--- config.mk ---
export PLATFORM = sky130hd
export DESIGN_NAME = pipe_hazard_ctrl_flat
export DESIGN_NICKNAME = d
export VERILOG_FILES = /design/src/rtl/pipe_hazard_ctrl_pkg.sv /design/src/rtl/pipe_hazard_ctrl_if.sv /design/src/rtl/pipe_hazard_ctrl_fwd.sv /design/src/rtl/pipe_hazard_ctrl.sv /design/src/flat_wrapper.sv
export SDC_FILE = /design/constraint.sdc
export NUM_CORES = 1
export LEC_CHECK = 0
export BUFFER_PORTS_ARGS = -buffer_cell sky130_fd_sc_hd__buf_2
export CORE_UTILIZATION = 30
export DETAILED_ROUTE_END_ITERATION = 6
export HOLD_SLACK_MARGIN = 0.05
export PLACE_DENSITY = 0.54
export SYNTH_ARGS = -nofsm -noshare
export SYNTH_HDL_FRONTEND = slang
export SYNTH_SLANG_ARGS = --single-unit
--- constraint.sdc ---
create_clock -name clk -period 3.15 [get_ports clk]
set_clock_uncertainty 0.1 [all_clocks]
set_input_delay 0.315 -clock clk [delete_from_list [all_inputs] [get_ports clk]]
set_output_delay 0.315 -clock clk [all_outputs]
set_load 0.05 [all_outputs]
--- src/rtl/pipe_hazard_ctrl_pkg.sv ---
// Shared types and constants for the pipeline sequencer: FSM states,
// forwarding select encodings and counter widths.
package pipe_ctrl_pkg;

    typedef enum logic [1:0] {
        ST_RUN      = 2'd0,
        ST_MEM_WAIT = 2'd1,
        ST_DRAIN    = 2'd2,
        ST_HALTED   = 2'd3
    } state_e;

    localparam logic [1:0] FWD_RF  = 2'b00;
    localparam logic [1:0] FWD_MEM = 2'b01;
    localparam logic [1:0] FWD_WB  = 2'b10;

    localparam int CNT_W   = 32;
    localparam int WAIT_W  = 8;
    localparam int REG_W   = 5;
    localparam int NUM_SRC = 2;

    // MEM wins over WB so the youngest producer is picked; x0 is never forwarded.
    function automatic logic [1:0] fwd_sel(
        input logic [REG_W-1:0] src,
        input logic             mem_wb_en,
        input logic             mem_is_load,
        input logic [REG_W-1:0] mem_rd,
        input logic             wb_wb_en,
        input logic [REG_W-1:0] wb_rd
    );
        if (src == '0)
            return FWD_RF;
        if (mem_wb_en && !mem_is_load && (mem_rd == src))
            return FWD_MEM;
        if (wb_wb_en && (wb_rd == src))
            return FWD_WB;
        return FWD_RF;
    endfunction

endpackage

--- src/rtl/pipe_hazard_ctrl_if.sv ---
// Bundle between the datapath (master) and the pipeline sequencer (slave).
interface pipe_hazard_ctrl_if;
    import pipe_ctrl_pkg::*;

    logic [REG_W-1:0] id_rs1_index;
    logic [REG_W-1:0] id_rs2_index;
    logic             id_rs1_used;
    logic             id_rs2_used;
    logic [REG_W-1:0] ex_rs1_index;
    logic [REG_W-1:0] ex_rs2_index;
    logic [REG_W-1:0] ex_rd_index;
    logic             ex_wb_en;
    logic             ex_is_load;
    logic [REG_W-1:0] mem_rd_index;
    logic             mem_wb_en;
    logic             mem_is_load;
    logic [3:0]       mem_dm_w_en;
    logic             mem_branch_taken;
    logic             mem_halt;
    logic [REG_W-1:0] wb_rd_index;
    logic             wb_wb_en;
    logic             dm_ready;

    logic             pc_en;
    logic             fd_en;
    logic             de_en;
    logic             em_en;
    logic             mw_en;
    logic             fd_flush;
    logic             de_flush;
    logic             em_flush;
    logic             pc_sel_jb;
    logic [1:0]       fwd_rs1_sel;
    logic [1:0]       fwd_rs2_sel;
    logic             dm_req;
    logic             cpu_halted;
    logic             dm_err;
    logic [CNT_W-1:0] stall_cnt;

    modport master (
        output id_rs1_index, id_rs2_index, id_rs1_used, id_rs2_used,
               ex_rs1_index, ex_rs2_index, ex_rd_index, ex_wb_en, ex_is_load,
               mem_rd_index, mem_wb_en, mem_is_load, mem_dm_w_en,
               mem_branch_taken, mem_halt, wb_rd_index, wb_wb_en, dm_ready,
        input  pc_en, fd_en, de_en, em_en, mw_en, fd_flush, de_flush, em_flush,
               pc_sel_jb, fwd_rs1_sel, fwd_rs2_sel, dm_req, cpu_halted, dm_err,
               stall_cnt
    );

    modport slave (
        input  id_rs1_index, id_rs2_index, id_rs1_used, id_rs2_used,
               ex_rs1_index, ex_rs2_index, ex_rd_index, ex_wb_en, ex_is_load,
               mem_rd_index, mem_wb_en, mem_is_load, mem_dm_w_en,
               mem_branch_taken, mem_halt, wb_rd_index, wb_wb_en, dm_ready,
        output pc_en, fd_en, de_en, em_en, mw_en, fd_flush, de_flush, em_flush,
               pc_sel_jb, fwd_rs1_sel, fwd_rs2_sel, dm_req, cpu_halted, dm_err,
               stall_cnt
    );

endinterface

--- src/rtl/pipe_hazard_ctrl_fwd.sv ---
// Combinational load-use detection (ID vs. EX load) and EX operand
// forwarding selects, one slice per source operand.
module hazard_fwd_unit
    import pipe_ctrl_pkg::*;
#(
    parameter int NUM_S = NUM_SRC,
    parameter int RW    = REG_W
) (
    input  logic [NUM_S-1:0][RW-1:0] i_id_src_idx,
    input  logic [NUM_S-1:0]         i_id_src_used,
    input  logic [NUM_S-1:0][RW-1:0] i_ex_src_idx,
    input  logic [RW-1:0]            i_ex_rd_idx,
    input  logic                     i_ex_wb_en,
    input  logic                     i_ex_is_load,
    input  logic [RW-1:0]            i_mem_rd_idx,
    input  logic                     i_mem_wb_en,
    input  logic                     i_mem_is_load,
    input  logic [RW-1:0]            i_wb_rd_idx,
    input  logic                     i_wb_wb_en,
    output logic                     o_load_use,
    output logic [NUM_S-1:0][1:0]    o_fwd_sel
);

    logic             w_ex_load_wr;
    logic [NUM_S-1:0] w_lu_hit;

    // A load whose result lands in x0 can never be consumed, so it never stalls.
    assign w_ex_load_wr = i_ex_is_load && i_ex_wb_en && (i_ex_rd_idx != '0);

    for (genvar g = 0; g < NUM_S; g++) begin : g_src
        assign w_lu_hit[g]  = w_ex_load_wr && i_id_src_used[g] &&
                              (i_id_src_idx[g] == i_ex_rd_idx);
        assign o_fwd_sel[g] = fwd_sel(i_ex_src_idx[g], i_mem_wb_en, i_mem_is_load,
                                      i_mem_rd_idx, i_wb_wb_en, i_wb_rd_idx);
    end

    assign o_load_use = |w_lu_hit;

endmodule

--- src/rtl/pipe_hazard_ctrl.sv ---
// Pipeline sequencer: stage enables/flushes, data-memory handshake,
// halt draining and stall accounting for the 5-stage core.
module pipe_hazard_ctrl
    import pipe_ctrl_pkg::*;
#(
    parameter int MAX_WAIT = 255
) (
    input logic               clk,
    input logic               rst,
    pipe_hazard_ctrl_if.slave io_pipe
);

    localparam logic [WAIT_W-1:0] MAX_WAIT_C = WAIT_W'(MAX_WAIT);

    state_e                 r_state;
    logic [WAIT_W-1:0]      r_wait_cnt;
    logic                   r_dm_err;
    logic [CNT_W-1:0]       r_stall_cnt;

    logic                   w_mem_acc;
    logic                   w_mem_stall;
    logic                   w_load_use;
    logic [NUM_SRC-1:0][1:0] w_fwd;
    logic                   w_pc_en, w_fd_en, w_de_en, w_em_en, w_mw_en;
    logic                   w_fd_flush, w_de_flush, w_em_flush;
    logic                   w_pc_sel_jb;
    logic                   w_dm_req;

    hazard_fwd_unit #(.NUM_S(NUM_SRC), .RW(REG_W)) u_hfu (
        .i_id_src_idx  ({io_pipe.id_rs2_index, io_pipe.id_rs1_index}),
        .i_id_src_used ({io_pipe.id_rs2_used,  io_pipe.id_rs1_used}),
        .i_ex_src_idx  ({io_pipe.ex_rs2_index, io_pipe.ex_rs1_index}),
        .i_ex_rd_idx   (io_pipe.ex_rd_index),
        .i_ex_wb_en    (io_pipe.ex_wb_en),
        .i_ex_is_load  (io_pipe.ex_is_load),
        .i_mem_rd_idx  (io_pipe.mem_rd_index),
        .i_mem_wb_en   (io_pipe.mem_wb_en),
        .i_mem_is_load (io_pipe.mem_is_load),
        .i_wb_rd_idx   (io_pipe.wb_rd_index),
        .i_wb_wb_en    (io_pipe.wb_wb_en),
        .o_load_use    (w_load_use),
        .o_fwd_sel     (w_fwd)
    );

    assign w_mem_acc   = io_pipe.mem_is_load || (io_pipe.mem_dm_w_en != 4'd0);
    assign w_mem_stall = w_mem_acc && !io_pipe.dm_ready;

    always_comb begin
        w_pc_en     = 1'b0;
        w_fd_en     = 1'b0;
        w_de_en     = 1'b0;
        w_em_en     = 1'b0;
        w_mw_en     = 1'b0;
        w_fd_flush  = 1'b0;
        w_de_flush  = 1'b0;
        w_em_flush  = 1'b0;
        w_pc_sel_jb = 1'b0;
        w_dm_req    = 1'b0;
        unique case (r_state)
            ST_RUN: begin
                w_dm_req = w_mem_acc;
                if (w_mem_stall) begin
                    w_pc_en = 1'b0;
                end else if (io_pipe.mem_halt) begin
                    // Freeze fetch, squash the younger stages, let the halt retire.
                    {w_fd_en, w_de_en, w_em_en, w_mw_en}    = 4'b1111;
                    {w_fd_flush, w_de_flush, w_em_flush} = 3'b111;
                end else if (io_pipe.mem_branch_taken) begin
                    {w_pc_en, w_fd_en, w_de_en, w_em_en, w_mw_en} = 5'b11111;
                    {w_fd_flush, w_de_flush, w_em_flush}       = 3'b111;
                    w_pc_sel_jb = 1'b1;
                end else if (w_load_use) begin
                    // Hold PC and F/D, bubble into EX, older stages keep moving.
                    {w_de_en, w_em_en, w_mw_en} = 3'b111;
                    w_de_flush = 1'b1;
                end else begin
                    {w_pc_en, w_fd_en, w_de_en, w_em_en, w_mw_en} = 5'b11111;
                end
            end
            ST_MEM_WAIT: begin
                w_dm_req = w_mem_acc;
                if (io_pipe.dm_ready)
                    {w_pc_en, w_fd_en, w_de_en, w_em_en, w_mw_en} = 5'b11111;
            end
            ST_DRAIN:   w_mw_en = 1'b1;
            ST_HALTED:  w_mw_en = 1'b0;
            default:    w_mw_en = 1'b0;
        endcase
        if (!rst) begin
            {w_pc_en, w_fd_en, w_de_en, w_em_en, w_mw_en} = 5'b00000;
            {w_fd_flush, w_de_flush, w_em_flush}       = 3'b111;
            w_pc_sel_jb = 1'b0;
            w_dm_req    = 1'b0;
        end
    end

    always_ff @(posedge clk or negedge rst) begin
        if (!rst) begin
            r_state     <= ST_RUN;
            r_wait_cnt  <= '0;
            r_dm_err    <= 1'b0;
            r_stall_cnt <= '0;
        end else begin
            if ((r_state == ST_RUN || r_state == ST_MEM_WAIT) && !w_pc_en &&
                (r_stall_cnt != '1))
                r_stall_cnt <= r_stall_cnt + 1'b1;
            unique case (r_state)
                ST_RUN: begin
                    if (w_mem_stall) begin
                        r_state    <= ST_MEM_WAIT;
                        r_wait_cnt <= WAIT_W'(1);
                    end else if (io_pipe.mem_halt) begin
                        r_state <= ST_DRAIN;
                    end
                end
                ST_MEM_WAIT: begin
                    if (io_pipe.dm_ready) begin
                        r_state <= ST_RUN;
                    end else if (r_wait_cnt >= MAX_WAIT_C) begin
                        r_dm_err <= 1'b1;
                        r_state  <= ST_HALTED;
                    end else begin
                        r_wait_cnt <= r_wait_cnt + 1'b1;
                    end
                end
                ST_DRAIN:  r_state <= ST_HALTED;
                ST_HALTED: r_state <= ST_HALTED;
                default:   r_state <= ST_RUN;
            endcase
        end
    end

    assign io_pipe.pc_en       = w_pc_en;
    assign io_pipe.fd_en       = w_fd_en;
    assign io_pipe.de_en       = w_de_en;
    assign io_pipe.em_en       = w_em_en;
    assign io_pipe.mw_en       = w_mw_en;
    assign io_pipe.fd_flush    = w_fd_flush;
    assign io_pipe.de_flush    = w_de_flush;
    assign io_pipe.em_flush    = w_em_flush;
    assign io_pipe.pc_sel_jb   = w_pc_sel_jb;
    assign io_pipe.fwd_rs1_sel = rst ? w_fwd[0] : FWD_RF;
    assign io_pipe.fwd_rs2_sel = rst ? w_fwd[1] : FWD_RF;
    assign io_pipe.dm_req      = w_dm_req;
    assign io_pipe.cpu_halted  = rst && (r_state == ST_HALTED);
    assign io_pipe.dm_err      = r_dm_err;
    assign io_pipe.stall_cnt   = r_stall_cnt;

endmodule

--- src/flat_wrapper.sv ---
// flat-port wrapper written by rule: the top's interface ports become plain ports
module pipe_hazard_ctrl_flat import pipe_ctrl_pkg::*;
#(
    parameter int MAX_WAIT = 255
)
  (clk, rst, io_pipe_id_rs1_index, io_pipe_id_rs2_index, io_pipe_id_rs1_used, io_pipe_id_rs2_used, io_pipe_ex_rs1_index, io_pipe_ex_rs2_index, io_pipe_ex_rd_index, io_pipe_ex_wb_en, io_pipe_ex_is_load, io_pipe_mem_rd_index, io_pipe_mem_wb_en, io_pipe_mem_is_load, io_pipe_mem_dm_w_en, io_pipe_mem_branch_taken, io_pipe_mem_halt, io_pipe_wb_rd_index, io_pipe_wb_wb_en, io_pipe_dm_ready, io_pipe_pc_en, io_pipe_fd_en, io_pipe_de_en, io_pipe_em_en, io_pipe_mw_en, io_pipe_fd_flush, io_pipe_de_flush, io_pipe_em_flush, io_pipe_pc_sel_jb, io_pipe_fwd_rs1_sel, io_pipe_fwd_rs2_sel, io_pipe_dm_req, io_pipe_cpu_halted, io_pipe_dm_err, io_pipe_stall_cnt);
  pipe_hazard_ctrl_if io_pipe_i ();
  input logic clk;
  input logic rst;
  input wire logic [$bits(io_pipe_i.id_rs1_index)-1:0] io_pipe_id_rs1_index;
  input wire logic [$bits(io_pipe_i.id_rs2_index)-1:0] io_pipe_id_rs2_index;
  input wire logic [$bits(io_pipe_i.id_rs1_used)-1:0] io_pipe_id_rs1_used;
  input wire logic [$bits(io_pipe_i.id_rs2_used)-1:0] io_pipe_id_rs2_used;
  input wire logic [$bits(io_pipe_i.ex_rs1_index)-1:0] io_pipe_ex_rs1_index;
  input wire logic [$bits(io_pipe_i.ex_rs2_index)-1:0] io_pipe_ex_rs2_index;
  input wire logic [$bits(io_pipe_i.ex_rd_index)-1:0] io_pipe_ex_rd_index;
  input wire logic [$bits(io_pipe_i.ex_wb_en)-1:0] io_pipe_ex_wb_en;
  input wire logic [$bits(io_pipe_i.ex_is_load)-1:0] io_pipe_ex_is_load;
  input wire logic [$bits(io_pipe_i.mem_rd_index)-1:0] io_pipe_mem_rd_index;
  input wire logic [$bits(io_pipe_i.mem_wb_en)-1:0] io_pipe_mem_wb_en;
  input wire logic [$bits(io_pipe_i.mem_is_load)-1:0] io_pipe_mem_is_load;
  input wire logic [$bits(io_pipe_i.mem_dm_w_en)-1:0] io_pipe_mem_dm_w_en;
  input wire logic [$bits(io_pipe_i.mem_branch_taken)-1:0] io_pipe_mem_branch_taken;
  input wire logic [$bits(io_pipe_i.mem_halt)-1:0] io_pipe_mem_halt;
  input wire logic [$bits(io_pipe_i.wb_rd_index)-1:0] io_pipe_wb_rd_index;
  input wire logic [$bits(io_pipe_i.wb_wb_en)-1:0] io_pipe_wb_wb_en;
  input wire logic [$bits(io_pipe_i.dm_ready)-1:0] io_pipe_dm_ready;
  output wire logic [$bits(io_pipe_i.pc_en)-1:0] io_pipe_pc_en;
  output wire logic [$bits(io_pipe_i.fd_en)-1:0] io_pipe_fd_en;
  output wire logic [$bits(io_pipe_i.de_en)-1:0] io_pipe_de_en;
  output wire logic [$bits(io_pipe_i.em_en)-1:0] io_pipe_em_en;
  output wire logic [$bits(io_pipe_i.mw_en)-1:0] io_pipe_mw_en;
  output wire logic [$bits(io_pipe_i.fd_flush)-1:0] io_pipe_fd_flush;
  output wire logic [$bits(io_pipe_i.de_flush)-1:0] io_pipe_de_flush;
  output wire logic [$bits(io_pipe_i.em_flush)-1:0] io_pipe_em_flush;
  output wire logic [$bits(io_pipe_i.pc_sel_jb)-1:0] io_pipe_pc_sel_jb;
  output wire logic [$bits(io_pipe_i.fwd_rs1_sel)-1:0] io_pipe_fwd_rs1_sel;
  output wire logic [$bits(io_pipe_i.fwd_rs2_sel)-1:0] io_pipe_fwd_rs2_sel;
  output wire logic [$bits(io_pipe_i.dm_req)-1:0] io_pipe_dm_req;
  output wire logic [$bits(io_pipe_i.cpu_halted)-1:0] io_pipe_cpu_halted;
  output wire logic [$bits(io_pipe_i.dm_err)-1:0] io_pipe_dm_err;
  output wire logic [$bits(io_pipe_i.stall_cnt)-1:0] io_pipe_stall_cnt;
  assign io_pipe_i.id_rs1_index = io_pipe_id_rs1_index;
  assign io_pipe_i.id_rs2_index = io_pipe_id_rs2_index;
  assign io_pipe_i.id_rs1_used = io_pipe_id_rs1_used;
  assign io_pipe_i.id_rs2_used = io_pipe_id_rs2_used;
  assign io_pipe_i.ex_rs1_index = io_pipe_ex_rs1_index;
  assign io_pipe_i.ex_rs2_index = io_pipe_ex_rs2_index;
  assign io_pipe_i.ex_rd_index = io_pipe_ex_rd_index;
  assign io_pipe_i.ex_wb_en = io_pipe_ex_wb_en;
  assign io_pipe_i.ex_is_load = io_pipe_ex_is_load;
  assign io_pipe_i.mem_rd_index = io_pipe_mem_rd_index;
  assign io_pipe_i.mem_wb_en = io_pipe_mem_wb_en;
  assign io_pipe_i.mem_is_load = io_pipe_mem_is_load;
  assign io_pipe_i.mem_dm_w_en = io_pipe_mem_dm_w_en;
  assign io_pipe_i.mem_branch_taken = io_pipe_mem_branch_taken;
  assign io_pipe_i.mem_halt = io_pipe_mem_halt;
  assign io_pipe_i.wb_rd_index = io_pipe_wb_rd_index;
  assign io_pipe_i.wb_wb_en = io_pipe_wb_wb_en;
  assign io_pipe_i.dm_ready = io_pipe_dm_ready;
  assign io_pipe_pc_en = io_pipe_i.pc_en;
  assign io_pipe_fd_en = io_pipe_i.fd_en;
  assign io_pipe_de_en = io_pipe_i.de_en;
  assign io_pipe_em_en = io_pipe_i.em_en;
  assign io_pipe_mw_en = io_pipe_i.mw_en;
  assign io_pipe_fd_flush = io_pipe_i.fd_flush;
  assign io_pipe_de_flush = io_pipe_i.de_flush;
  assign io_pipe_em_flush = io_pipe_i.em_flush;
  assign io_pipe_pc_sel_jb = io_pipe_i.pc_sel_jb;
  assign io_pipe_fwd_rs1_sel = io_pipe_i.fwd_rs1_sel;
  assign io_pipe_fwd_rs2_sel = io_pipe_i.fwd_rs2_sel;
  assign io_pipe_dm_req = io_pipe_i.dm_req;
  assign io_pipe_cpu_halted = io_pipe_i.cpu_halted;
  assign io_pipe_dm_err = io_pipe_i.dm_err;
  assign io_pipe_stall_cnt = io_pipe_i.stall_cnt;
  pipe_hazard_ctrl #(.MAX_WAIT(MAX_WAIT)) u_core (.clk(clk), .rst(rst), .io_pipe(io_pipe_i));
endmodule
Word-level counts from Yosys, hierarchy flattened
Index checks and enable logic that the tools add are counted.

Muxes and demuxes: 68. Bitwise operators: 1. Reduce and logical (&&, ||, !) cells: 32. Add/sub/neg operators: 2. Equality and inequality tests: 15. Magnitude comparators: 1.

Operator list (number): $mux 1 (41); $mux 2 (18); $add 32x1->32 const B (1); $ne 32x32->1 const B (1); $eq 5x5->1 (6); $mux 8 (3); $pmux 8 s2 (1); $logic_and 1x1->1 (15); $logic_not 5->1 (2); $add 8x1->8 const B (1); $ge 8x8->1 const B (1); $pmux 1 s2 (3); $pmux 2 s3 (1); $reduce_or 2->1 (3); $reduce_bool 5->1 (1); $eq 2x2->1 const B (2); $ne 2x2->1 const B (2); $pmux 1 s4 (1); $reduce_and 4->1 (1); $reduce_bool 4->1 (1); $logic_not 1->1 (3); $ne 3x2->1 const B (1); $ne 3x3->1 const B (1); $reduce_and 3->1 (1); other kinds (7) (8).

Flip-flop bits (word level): 43. Input port bits: 51. Logic and storage cells: 123. Output and inout bits: 48.

Longest topological paths before layout
Word-level depth: 14. Mapped depth: 8. Mapped depth without buffers: 7.

By module
Synthesis repeated with hierarchy kept, for this count alone.

Cells, all modules: 293. Area, all modules: 2768.9 sq um.

By module, submodules not included: pipe_hazard_ctrl (times used 1, sequential area each 1076.0 sq um, area an instance 2359.8 sq um, cells each 239); hazard_fwd_unit (times used 1, sequential area each 0.0 sq um, area an instance 409.1 sq um, cells each 54).

Worst setup path before layout
OpenSTA, ideal clock, no wires.

Path kind: in2out. Start: in io_pipe_ex_rd_index[1]. End: out io_pipe_pc_en. Path slack: -0.818 ns. Path buffers: 0. Data arrival time: 3.553 ns. Stages: 4. Cells stage by stage: or4_1 > o211ai_2 > nor2b_1 > a2111oi_0.

Longest elaborated chain between the ends: 11. Elaborated cells between the ends (all ways): 15.

Ends and longest elaborated chain: from (decl) (line flat_wrapper.sv:16) `input wire logic [$bits(io_pipe_i.ex_rd_index)-1:0] io_pipe_ex_rd_index;`; $reduce_bool 5->1 (line pipe_hazard_ctrl_fwd.sv:28) `assign w_ex_load_wr = i_ex_is_load && i_ex_wb_en && (i_ex_rd_idx != '0);`; $logic_and 1x1->1 (line pipe_hazard_ctrl_fwd.sv:28); $logic_and 1x1->1 (2 in a row) (line pipe_hazard_ctrl_fwd.sv:31) `assign w_lu_hit[g] = w_ex_load_wr && i_id_src_used[g] &&`; $reduce_or 2->1 * (line pipe_hazard_ctrl_fwd.sv:37) `assign o_load_use = |w_lu_hit;`; $mux 1 * (line pipe_hazard_ctrl.sv:72) `end else if (w_load_use) begin`; $mux 1 * (line pipe_hazard_ctrl.sv:68) `end else if (io_pipe.mem_branch_taken) begin`; $mux 1 * (line pipe_hazard_ctrl.sv:64) `end else if (io_pipe.mem_halt) begin`; $mux 1 * (line pipe_hazard_ctrl.sv:62) `if (w_mem_stall) begin`; $pmux 1 s2 * (line pipe_hazard_ctrl.sv:59) `unique case (r_state)`; $mux 1 * (line pipe_hazard_ctrl.sv:89) `if (!rst) begin`; to (decl) (line flat_wrapper.sv:28) `output wire logic [$bits(io_pipe_i.pc_en)-1:0] io_pipe_pc_en;`.

Mark *: on every way between the ends. The rest lies on a longest branch, timed or not.

Worst setup path after layout
Start: in rst. End: reg u_core.r_stall_cnt[18] (netlist: u_core.io_pipe.stall_cnt[18]).

Longest elaborated chain between the ends: 4.

Ends and longest elaborated chain: from (decl) (line flat_wrapper.sv:9) `input logic rst;`; $mux 1 (line pipe_hazard_ctrl.sv:89); $logic_not 1->1 (line pipe_hazard_ctrl.sv:104) `if ((r_state == ST_RUN || r_state == ST_MEM_WAIT) && !w_pc_en &&`; $logic_and 1x1->1 (2 in a row) (line pipe_hazard_ctrl.sv:104); to (signal assigned) (line pipe_hazard_ctrl.sv:106) `r_stall_cnt <= r_stall_cnt + 1'b1;`; to (decl) (line pipe_hazard_ctrl.sv:18) `logic [CNT_W-1:0] r_stall_cnt;`.

Every way passes these cells. A chain may end at the register's enable or synchronous reset.

==> flow_summary.toml <==
[status]
outcome = "finished clean"

[finish]
postLayoutCellArea_um2 = 3550
areaGrowthSynthToFinish_pct = 25.7
fillers = 952
diodes = 0
fin_util_pct = 38.6
drive_above_1_share_pct = 31.4
nNetsFinal = 450

[yosys]
synth_seq_cells = 43
synth_nets = 348
synth.avg_cell_area_um2 = 9.58
synth_top_area_share_pct = 38.1
synth_edf_count = 0
yosys.area.top_type = "dfrtp_1"
async_flop_share_pct = 100
synth_area_um2 = 2830
yosysSeqAreaShare_pct = 38.1
synthTopCellsByCount = "dfrtp_1 (43), xnor2_1 (29), xor2_1 (28), nor3_1 (26), nand2_1 (22)"
synthCells = 295
synth_area_leaders = "dfrtp_1 (38%), xnor2_1 (9.0%), xor2_1 (8.7%), nor3_1 (4.6%), nand4_1 (3.1%)"
ys_warn_count = 0
synth.most_common_cell = "dfrtp_1"
ys_types = 50
synth_top_flop_cell = "dfrtp_1"

[detailed_routing]
wl_per_cell_um = 13.8
via_per_inst = 5.05
drt-total-wl_um = 7000
drt_iter0_markers = 85
num_vias = 2568
detail_route.drc_violations = 0
ant_nets = 0
dr.pass1.iters = 4

[power_and_ir_drop]
comb_power_share_pct = 39.6
power_uw = 2050
intPower_uw = 1160
p_seq_share_pct = 38.4
swShare_pct = 43.3
powerDensity_nw_per_um2 = 577
ir_drop_mv = 0.203
switching_power_uw = 889
power.leakage_uw = 0.00152
pwr-share-clk_pct = 22.0

[placement]
hpwl_um = 5360
port_buffers = 98
place_area_um2 = 3420
gp_congestion = 0.825

[clock_network]
clock_sinks = 43
post-cts-setup-buffer-count = 0
clockBufferDepth = 2
clkTransAtPathRegs_ns = 0.08
root_buffer = "clkbuf_8"
clk_latency_ns = 0.29
cts_buffers = 5
htree_levels = 2
cts_tree = "done"

[sta]
clock.fmax_mhz = 373
rsz0062_at_grt = "false"
fin_crit_ns = 2.68
tightest_slew_ns = 0.645
setup_viol_count_final = 0
whs_ns = 0.321
final.setup.tns_ns = 0
period_share_pct = 85.1
slew_violations = 0
maxSlewHeadroom_pct = 56.9
hold_viol = 0

[setup_path]
critPathRequiredTime_ns = 3.23
startpoint = "rst"
cp-end-kind = "flop"
cp.arrival_ns = 2.76
cp-start-kind = "input pin"
r2r_start = "u_core.io_pipe.stall_cnt[13]$_DFFE_PN0P_"
path_class = "in2reg"
worstPathMaxFanout = 26

[grt]
grt_pass1_vias = 2458
grt_max_degree = 40
grtUsageTotal_pct = 14.8
grt_pass1_wl_um = 11800
overflow = 0
antenna_found_initial = 0

[min_path]
hp-class = "in2async"

[flow_run]
cap_violations = 0

[die]
die_w_um = 99.0
chipHeight_um = 99.0
rows = 35
pin_count = 99
core-area_um2 = 9200
initial_utilization_pct = 30.7
dieArea_um2 = 9810
-- metal layers --
metal	GRT usage, %	wire length (um)
met1	19.7	3300
met2	24.8	3350
met3	2.41	275
met4	3.79	76
met5	0	0
-- worst paths after layout --
path	end	slack, ns	cells past startpoint
worst max-delay path	u_core.io_pipe.stall_cnt[18]$_DFFE_PN0P_	0.47	8
worst min-delay path	u_core.io_pipe.stall_cnt[8]$_DFFE_PN0P_	0.32	2
worst max register to register	u_core.io_pipe.stall_cnt[1]$_DFFE_PN0P_	0.67	6
worst min register to register	u_core.io_pipe.dm_err$_DFFE_PN0P_	0.36	1
max in group asynchronous	u_core.io_pipe.stall_cnt[19]$_DFFE_PN0P_	1.85	3
min in group clk	u_core.io_pipe.dm_err$_DFFE_PN0P_	0.36	1
-- stage by stage --
stage | setup WS (ns) | std cells
after floorplan | 0.239 | 295
after global placement | 0.559 | 500
after detailed placement | 0.516 | 500
after CTS | 0.438 | 509
after global routing | 0.224 | 509
final | 0.469 | 509
-- power groups by stage --
stage	registers [uW]	logic (uW)	clock network [uW]
6_report	787	813	452
5_1_grt	808	876	485
4_1_cts	788	821	463
3_5_place_dp	799	814	0
3_3_place_gp	799	808	0
2_1_floorplan	999	398	0
-- placed cells by master, fill, tap and decap left out, drive strengths merged, types with 5 or more instances in the layout --
cell type	count
a2bb2oi	5
xnor2	29
nor2	23
clkbuf	6
inv	5
dfrtp	43
nor4	10
nand2	23
and3	9
xor2	28
nand4	15
o41ai	8
nand3	16
buf	103
nor3	26
-- logic make-up after synthesis --
| kind of cell | count (synthesis) | synth area share, % |
|---|---|---|
| AND/OR/NAND/NOR | 148 | 30.5 |
| XOR/XNOR | 57 | 17.7 |
| flip-flops | 43 | 38.1 |
| AO/OA/AOI/OAI | 29 | 8.68 |
| buffers and inverters | 14 | 3.28 |
| multiplexers | 2 | 0.930 |
| adder cells (fa/ha/maj) | 2 | 0.886 |
-- timing repair --
item | 4_1_cts | 5_1_grt
gates resized for setup | 0 | 0
endpoints found under the hold margin | 5 | 0
hold buffers | 1 | 0
-- critical path: stages --
cell and delay [ns]:
dlygate4sd3_1 0.52, buf_2 0.27, inv_1 0.18, nor3_1 0.36, a2bb2oi_4 0.54, buf_4 0.31
nor3_1 0.09, xor2_1 0.16
-- state kept, by name, indices dropped and copies added (netlist names) --
signal and cells:
u_core.r_wait_cnt 8, u_core.io_pipe.stall_cnt 32, u_core.io_pipe.dm_err 1, u_core.r_state 2
-- final cells by class --
type	instances	area, um2	area share (%)
Clock inverter	2	35.0	0.986
Clock buffer	6	82.6	2.32
Tap cell	111	139	3.91
Multi-Input combinational cell	238	1660	46.8
Inverter	5	18.8	0.528
Timing Repair Buffer	104	538	15.1
Sequential cell	43	1080	30.3
(Power assumes the default switching activity.)
